**src/rtl/lsf_segment_aligner.sv**
```systemverilog
// Matches inner/middle/outer LSF segments to pending sector-logic candidates by muid
// and emits one aligned bundle per candidate, in SLC arrival order.
module lsf_segment_aligner #(
  parameter int DEPTH         = 8,
  parameter int TIMEOUT       = 400,
  parameter int MUID_W        = 8,
  parameter int MUID_LSB      = 0,
  parameter int CNT_W         = 16,
  parameter int SF2PTCALC_LEN = 32
) (
  input  logic                     clock,
  input  logic                     resetbar,
  input  logic [MUID_W-1:0]        i_slc_muid,
  input  logic                     i_slc_we,
  input  logic [SF2PTCALC_LEN-1:0] i_seg_inn,
  input  logic [SF2PTCALC_LEN-1:0] i_seg_mid,
  input  logic [SF2PTCALC_LEN-1:0] i_seg_out,
  input  logic                     i_seg_inn_we,
  input  logic                     i_seg_mid_we,
  input  logic                     i_seg_out_we,
  output logic [MUID_W-1:0]        o_muid,
  output logic [SF2PTCALC_LEN-1:0] o_seg_inn,
  output logic [SF2PTCALC_LEN-1:0] o_seg_mid,
  output logic [SF2PTCALC_LEN-1:0] o_seg_out,
  output logic [2:0]               o_seg_mask,
  output logic                     o_valid,
  input  logic                     i_ready,
  output logic [CNT_W-1:0]         o_slc_drop_cnt,
  output logic [CNT_W-1:0]         o_seg_drop_cnt,
  output logic [CNT_W-1:0]         o_timeout_cnt
);

  // Output handshake (valid/ready): a bundle transfers on every clock edge where
  // o_valid and i_ready are both high; while o_valid is high and i_ready is low,
  // every output holds its value; o_valid never drops without a transfer.

  localparam int AW    = (DEPTH > 1) ? $clog2(DEPTH) : 1;
  localparam int CW    = AW + 1;
  localparam int AGE_W = $clog2(TIMEOUT + 1);

  logic                     ent_vld  [DEPTH];
  logic [MUID_W-1:0]        ent_muid [DEPTH];
  logic [AGE_W-1:0]         ent_age  [DEPTH];
  logic [2:0]               ent_mask [DEPTH];
  logic [SF2PTCALC_LEN-1:0] ent_seg  [DEPTH][3];

  logic [AW-1:0] head, tail;
  logic [CW-1:0] count;

  logic [SF2PTCALC_LEN-1:0] seg_in  [3];
  logic [2:0]               seg_we;
  logic [2:0]               hit;
  logic [AW-1:0]            hit_idx [3];
  logic [2:0]               store;
  logic [2:0]               seg_drop;
  logic [1:0]               n_seg_drop;
  logic [AW-1:0]            idx;
  logic                     head_done, pop, push, slc_drop;

  function automatic logic [CNT_W-1:0] sat_add(input logic [CNT_W-1:0] a,
                                               input logic [1:0] n);
    logic [CNT_W:0] s;
    s = {1'b0, a} + {{(CNT_W-1){1'b0}}, n};
    return s[CNT_W] ? {CNT_W{1'b1}} : s[CNT_W-1:0];
  endfunction

  always_comb begin
    seg_in[0] = i_seg_inn;
    seg_in[1] = i_seg_mid;
    seg_in[2] = i_seg_out;
    seg_we    = {i_seg_out_we, i_seg_mid_we, i_seg_inn_we};
  end

  // Search from head so that the first hit is the oldest matching candidate.
  always_comb begin
    idx = '0;
    for (int s = 0; s < 3; s++) begin
      hit[s]     = 1'b0;
      hit_idx[s] = '0;
      for (int i = 0; i < DEPTH; i++) begin
        idx = head + AW'(i);
        if (!hit[s] && ent_vld[idx] &&
            ent_muid[idx] == seg_in[s][MUID_LSB +: MUID_W]) begin
          hit[s]     = 1'b1;
          hit_idx[s] = idx;
        end
      end
    end
  end

  always_comb begin
    head_done = ent_vld[head] &&
                (ent_mask[head] == 3'b111 || ent_age[head] >= AGE_W'(TIMEOUT));
    pop       = head_done && (!o_valid || i_ready);
    push      = i_slc_we && (count != CW'(DEPTH));
    slc_drop  = i_slc_we && !push;
    for (int s = 0; s < 3; s++) begin
      // A segment for the entry leaving this cycle has nowhere to go: count it as dropped.
      store[s]    = seg_we[s] && hit[s] && !ent_mask[hit_idx[s]][s] &&
                    !(pop && hit_idx[s] == head);
      seg_drop[s] = seg_we[s] && !store[s];
    end
    n_seg_drop = {1'b0, seg_drop[0]} + {1'b0, seg_drop[1]} + {1'b0, seg_drop[2]};
  end

  always_ff @(posedge clock or negedge resetbar) begin
    if (!resetbar) begin
      for (int i = 0; i < DEPTH; i++) begin
        ent_vld[i]  <= 1'b0;
        ent_muid[i] <= '0;
        ent_age[i]  <= '0;
        ent_mask[i] <= '0;
        for (int s = 0; s < 3; s++) ent_seg[i][s] <= '0;
      end
      head  <= '0;
      tail  <= '0;
      count <= '0;
    end else begin
      for (int i = 0; i < DEPTH; i++) begin
        if (ent_vld[i] && ent_age[i] != AGE_W'(TIMEOUT)) ent_age[i] <= ent_age[i] + 1'b1;
      end
      for (int s = 0; s < 3; s++) begin
        if (store[s]) begin
          ent_seg[hit_idx[s]][s]  <= seg_in[s];
          ent_mask[hit_idx[s]][s] <= 1'b1;
        end
      end
      if (pop) begin
        ent_vld[head] <= 1'b0;
        head          <= head + 1'b1;
      end
      // The tail slot is never valid while count < DEPTH, so no store can collide here.
      if (push) begin
        ent_vld[tail]  <= 1'b1;
        ent_muid[tail] <= i_slc_muid;
        ent_age[tail]  <= '0;
        ent_mask[tail] <= '0;
        for (int s = 0; s < 3; s++) ent_seg[tail][s] <= '0;
        tail <= tail + 1'b1;
      end
      case ({push, pop})
        2'b10:   count <= count + 1'b1;
        2'b01:   count <= count - 1'b1;
        default: count <= count;
      endcase
    end
  end

  always_ff @(posedge clock or negedge resetbar) begin
    if (!resetbar) begin
      o_valid    <= 1'b0;
      o_muid     <= '0;
      o_seg_inn  <= '0;
      o_seg_mid  <= '0;
      o_seg_out  <= '0;
      o_seg_mask <= '0;
    end else if (pop) begin
      o_valid    <= 1'b1;
      o_muid     <= ent_muid[head];
      o_seg_mask <= ent_mask[head];
      o_seg_inn  <= ent_mask[head][0] ? ent_seg[head][0] : '0;
      o_seg_mid  <= ent_mask[head][1] ? ent_seg[head][1] : '0;
      o_seg_out  <= ent_mask[head][2] ? ent_seg[head][2] : '0;
    end else if (i_ready) begin
      o_valid <= 1'b0;
    end
  end

  always_ff @(posedge clock or negedge resetbar) begin
    if (!resetbar) begin
      o_slc_drop_cnt <= '0;
      o_seg_drop_cnt <= '0;
      o_timeout_cnt  <= '0;
    end else begin
      if (slc_drop) o_slc_drop_cnt <= sat_add(o_slc_drop_cnt, 2'd1);
      if (n_seg_drop != 2'd0) o_seg_drop_cnt <= sat_add(o_seg_drop_cnt, n_seg_drop);
      if (pop && ent_mask[head] != 3'b111) o_timeout_cnt <= sat_add(o_timeout_cnt, 2'd1);
    end
  end

endmodule

```
**config.mk**
```make
export PLATFORM = sky130hd
export DESIGN_NAME = lsf_segment_aligner
export DESIGN_NICKNAME = d
export VERILOG_FILES = /design/src/rtl/lsf_segment_aligner.sv
export SDC_FILE = /design/constraint.sdc
export NUM_CORES = 2
export LEC_CHECK = 0
export CAP_MARGIN = 10
export CORE_MARGIN = 5
export CORE_UTILIZATION = 55
export DETAILED_ROUTE_END_ITERATION = 10
export PLACE_DENSITY = 0.76
export SLEW_MARGIN = 20
export SYNTH_ARGS = -nofsm -noshare
export SYNTH_HDL_FRONTEND = slang
export SYNTH_SLANG_ARGS = --single-unit
```
**constraint.sdc**
```tcl
create_clock -name clock -period 8.35 [get_ports clock]
set_input_delay 0.835 -clock clock [delete_from_list [all_inputs] [get_ports clock]]
set_output_delay 0.835 -clock clock [all_outputs]
set_load 0.005 [all_outputs]
```
==> flow_summary.json <==
{
  "status": "completed",
  "maxSlewHeadroom_pct": 26.7,
  "die_area_mm2": 0.118,
  "whs_ns": 0.0938,
  "layout-drive-gt1-share_pct": 13.9,
  "max_stage_delay_ns": 0.75,
  "maxCapViolCount": 0,
  "rsz0062_at_grt": "false",
  "clkTransAtPathRegs_ns": 0.07,
  "grt_pass1_vias": 46500,
  "cts_tree": "yes",
  "grtUsageTotal_pct": 30.8,
  "end_kind": "flop",
  "die_x_um": 343,
  "max_freq_ghz": 0.126,
  "synthTopCellsByArea": "dfrtp_1, mux2i_1, mux4_2, nor2_1, xnor2_1",
  "routed_via_density": 6.38,
  "syn2layout_area_growth_pct": 12.5,
  "grt_pass1_wl_mm": 283,
  "synthFlopType": "dfrtp_1",
  "syn_area_mm2": 0.0610,
  "skew_ns": 0.0419,
  "cp_cell_sequence": "buf_16, mux4_2, mux2i_1, xor2_1, nand3_1, or4_1, nand2_1, nor3b_2, and3_1, o21bai_2, o31ai_1, a31oi_1, nor2_1, o31a_1, fa_1, ha_1, fa_1, nand4_1, nor2_1, nand2_1, nor2_1, and3_1, nand3_1, o21a_1",
  "async_reset_ff_share_pct": 100,
  "routabilityCongestion": 1.08,
  "fin_crit_sh_pct": 95.1,
  "final.setup.tns_ns": 0,
  "cts_sinks": 1102,
  "cts_buffers": 113,
  "synthTopCellsByCount": "dfrtp_1, mux2i_1, nor2_1, clkbuf_1, mux4_2",
  "powerDensity_mw_per_mm2": 364,
  "coreArea_mm2": 0.110,
  "syn-num-nets": 5645,
  "routed_wl_mm": 182,
  "slowest_stage": "or4_1",
  "grt_max_degree": 169,
  "placed_area_mm2": 0.0648,
  "crit_path_max_fanout": 139,
  "timing.critical_path.mode_cell": "nor2_1",
  "postRouteAntennaNets": 0,
  "cp.arrival_ns": 8.52,
  "finalHoldViolations": 0,
  "synth.most_common_cell": "dfrtp_1",
  "dr.pass1.iters": 6,
  "ys_ff_latch": 1102,
  "path_buf_inv": 1,
  "slew_violations": 0,
  "yosysTopAreaCellShare_pct": 45.2,
  "wire_per_inst_um": 25.5,
  "h-tree-depth": 3,
  "yosys_warnings": 0,
  "final.min_clock_period_ns": 7.94,
  "ios": 267,
  "fin_nets": 5712,
  "placed_cells": 6940,
  "fin_cells": 7151,
  "p_leak_nw": 31.7,
  "ys_seq_area_share_pct": 45.2,
  "synth_cell_type_count": 101,
  "hold_buffers": 0,
  "cp-start-kind": "flop",
  "clockBufferDepth": 3,
  "crit_family": "simple AND/OR/NAND/NOR gates",
  "worstSetupPathDepth": 24,
  "postSynthAreaPerCell_um2": 11.1,
  "worstRegToRegCells": 24,
  "port_buffers": 266,
  "postSynthCellCount": 5501,
  "worstMarginPinSlew_ns": 1.10,
  "irDropWorstVdd_mv": 0.303,
  "synth_area_leader_cell": "dfrtp_1",
  "setup_viol": 0,
  "stdcell_area_mm2": 0.0687,
  "start_util_pct": 55.3,
  "worstPathRequired_ns": 8.93,
  "synth-edff-count": 0,
  "dp_hpwl_mm": 114,
  "antenna_found_initial": 10,
  "hold_path_class": "in2async",
  "remaining_drc_errors": 0,
  "drtIter0Drc": 4609,
  "cts-root-buf": "clkbuf_16",
  "row_count": 122,
  "clock_latency_ns": 0.73,
  "dr_total_vias": 45600,
  "gr-total-overflow": 0,
  "dieHeight_um": 343,
  "crit_type": "reg2reg"
}
## flip-flops by register name, indices dropped and copies added (netlist names)
signal	count
o_seg_mask	3
o_seg_out	32
ent_vld	8
o_timeout_cnt	16
ent_seg	768
o_seg_mid	32
head	3
o_seg_drop_cnt	16
ent_muid	64
ent_mask	24
o_valid	1
o_muid	8
ent_age	72
tail	3
count	4
o_seg_inn	32
o_slc_drop_cnt	16
## cells by family (layout without fill, tap and decap cells)
group                      after synthesis  after routing  synth area share [%]
xor gates and xnor gates               227            227                  3.33
adders and majority gates               33             33                 0.714
AOI/OAI and AO/OA                      616            616                  6.93
and+or+nand+nor                       1648           1648                  11.9
buffers and inverters                  549            706                  4.22
DFF                                   1102           1102                  45.2
other                                    0              5                     0
muxes                                 1326           1326                  27.7
## stage by stage
stage	power [W]	worst slack, ns	utilization, %
floorplan	0.0156	0.157	-
global placement	0.0193	0.489	58.7
detailed placement	0.0195	0.397	58.7
CTS	0.0247	0.331	62.1
global route	0.0261	0.0747	62.2
finish	0.0250	0.410	62.2
## placed cells by master (no fill, tap or decap), types with 50 or more instances in the layout
master / synthesis / layout
clkbuf_16: 0 / 113
mux2_2: 84 / 84
clkdlybuf4s50_1: 0 / 265
inv_1: 61 / 61
nand4_1: 50 / 50
buf_4: 39 / 146
nand2_1: 252 / 252
mux4_2: 278 / 278
nor2_1: 897 / 894
nor3_1: 59 / 54
mux2i_1: 961 / 960
xor2_1: 90 / 88
xnor2_1: 134 / 133
a21oi_1: 129 / 128
nand3_1: 183 / 183
dfrtp_1: 1102 / 1099
o21ai_0: 200 / 200
## power breakdown
part / internal [W] / switching, W / total (W)
clock: 0.00293 / 0.00217 / 0.00510
sequential: 0.00632 / 0.00110 / 0.00742
combinational: 0.00499 / 0.00746 / 0.0124
## path summary, 6_finish.rpt
path                       startpoint  slack, ns                 end
min in group clock           count[3]       0.47            count[3]
setup reg to reg              head[1]       0.41  o_seg_drop_cnt[12]
hold reg to reg              count[3]       0.47            count[3]
hold / removal               resetbar       0.09   o_seg_drop_cnt[0]
setup / recovery              head[1]       0.41  o_seg_drop_cnt[12]
max in group asynchronous    resetbar       6.18        ent_seg[151]
## repair_timing
action | CTS | global route
setup buffers | 0 | 1
setup endpoints to repair | 0 | 13
gates resized for setup | 0 | 5
endpoints found under the hold margin | 0 | 0
## per-layer routing
metal  GRT usage [%]  part of all wire, %  up-vias
met1            42.5                   41    23200
met4            12.0                  4.1        6
met2            48.6                   46     2262
met5               0                0.022        -
met3            6.02                  8.9      435
li1                -                    -    19700
## worst register-to-register path, stage by stage, from the launching register on
cell and delay (ns):
dfrtp_4 0.45, buf_16 0.64, mux4_2 0.74, mux2i_1 0.40, xor2_1 0.30, nand3_1 0.19, or4_1 0.75, nand2_1 0.25
nor3b_2 0.13, and3_1 0.19, o21bai_2 0.55, o31ai_1 0.22, a31oi_1 0.19, nor2_1 0.07, o31a_1 0.33, fa_1 0.70
ha_1 0.26, fa_1 0.22, nand4_1 0.12, nor2_1 0.24, nand2_1 0.15, nor2_1 0.30, and3_1 0.23, nand3_1 0.09
o21a_1 0.11
## area by class of cell
type / instances / area [µm²]
Antenna cell: 5 / 12.5
Clock buffer: 165 / 3300
Clock inverter: 40 / 448
Fill cell: 8629 / 41700
Inverter: 73 / 284
Multi-Input combinational cell: 3850 / 31100
Sequential cell: 1102 / 27600
Tap cell: 1488 / 1860
Timing Repair Buffer: 428 / 4080
Power figures use the tool's default switching activity.
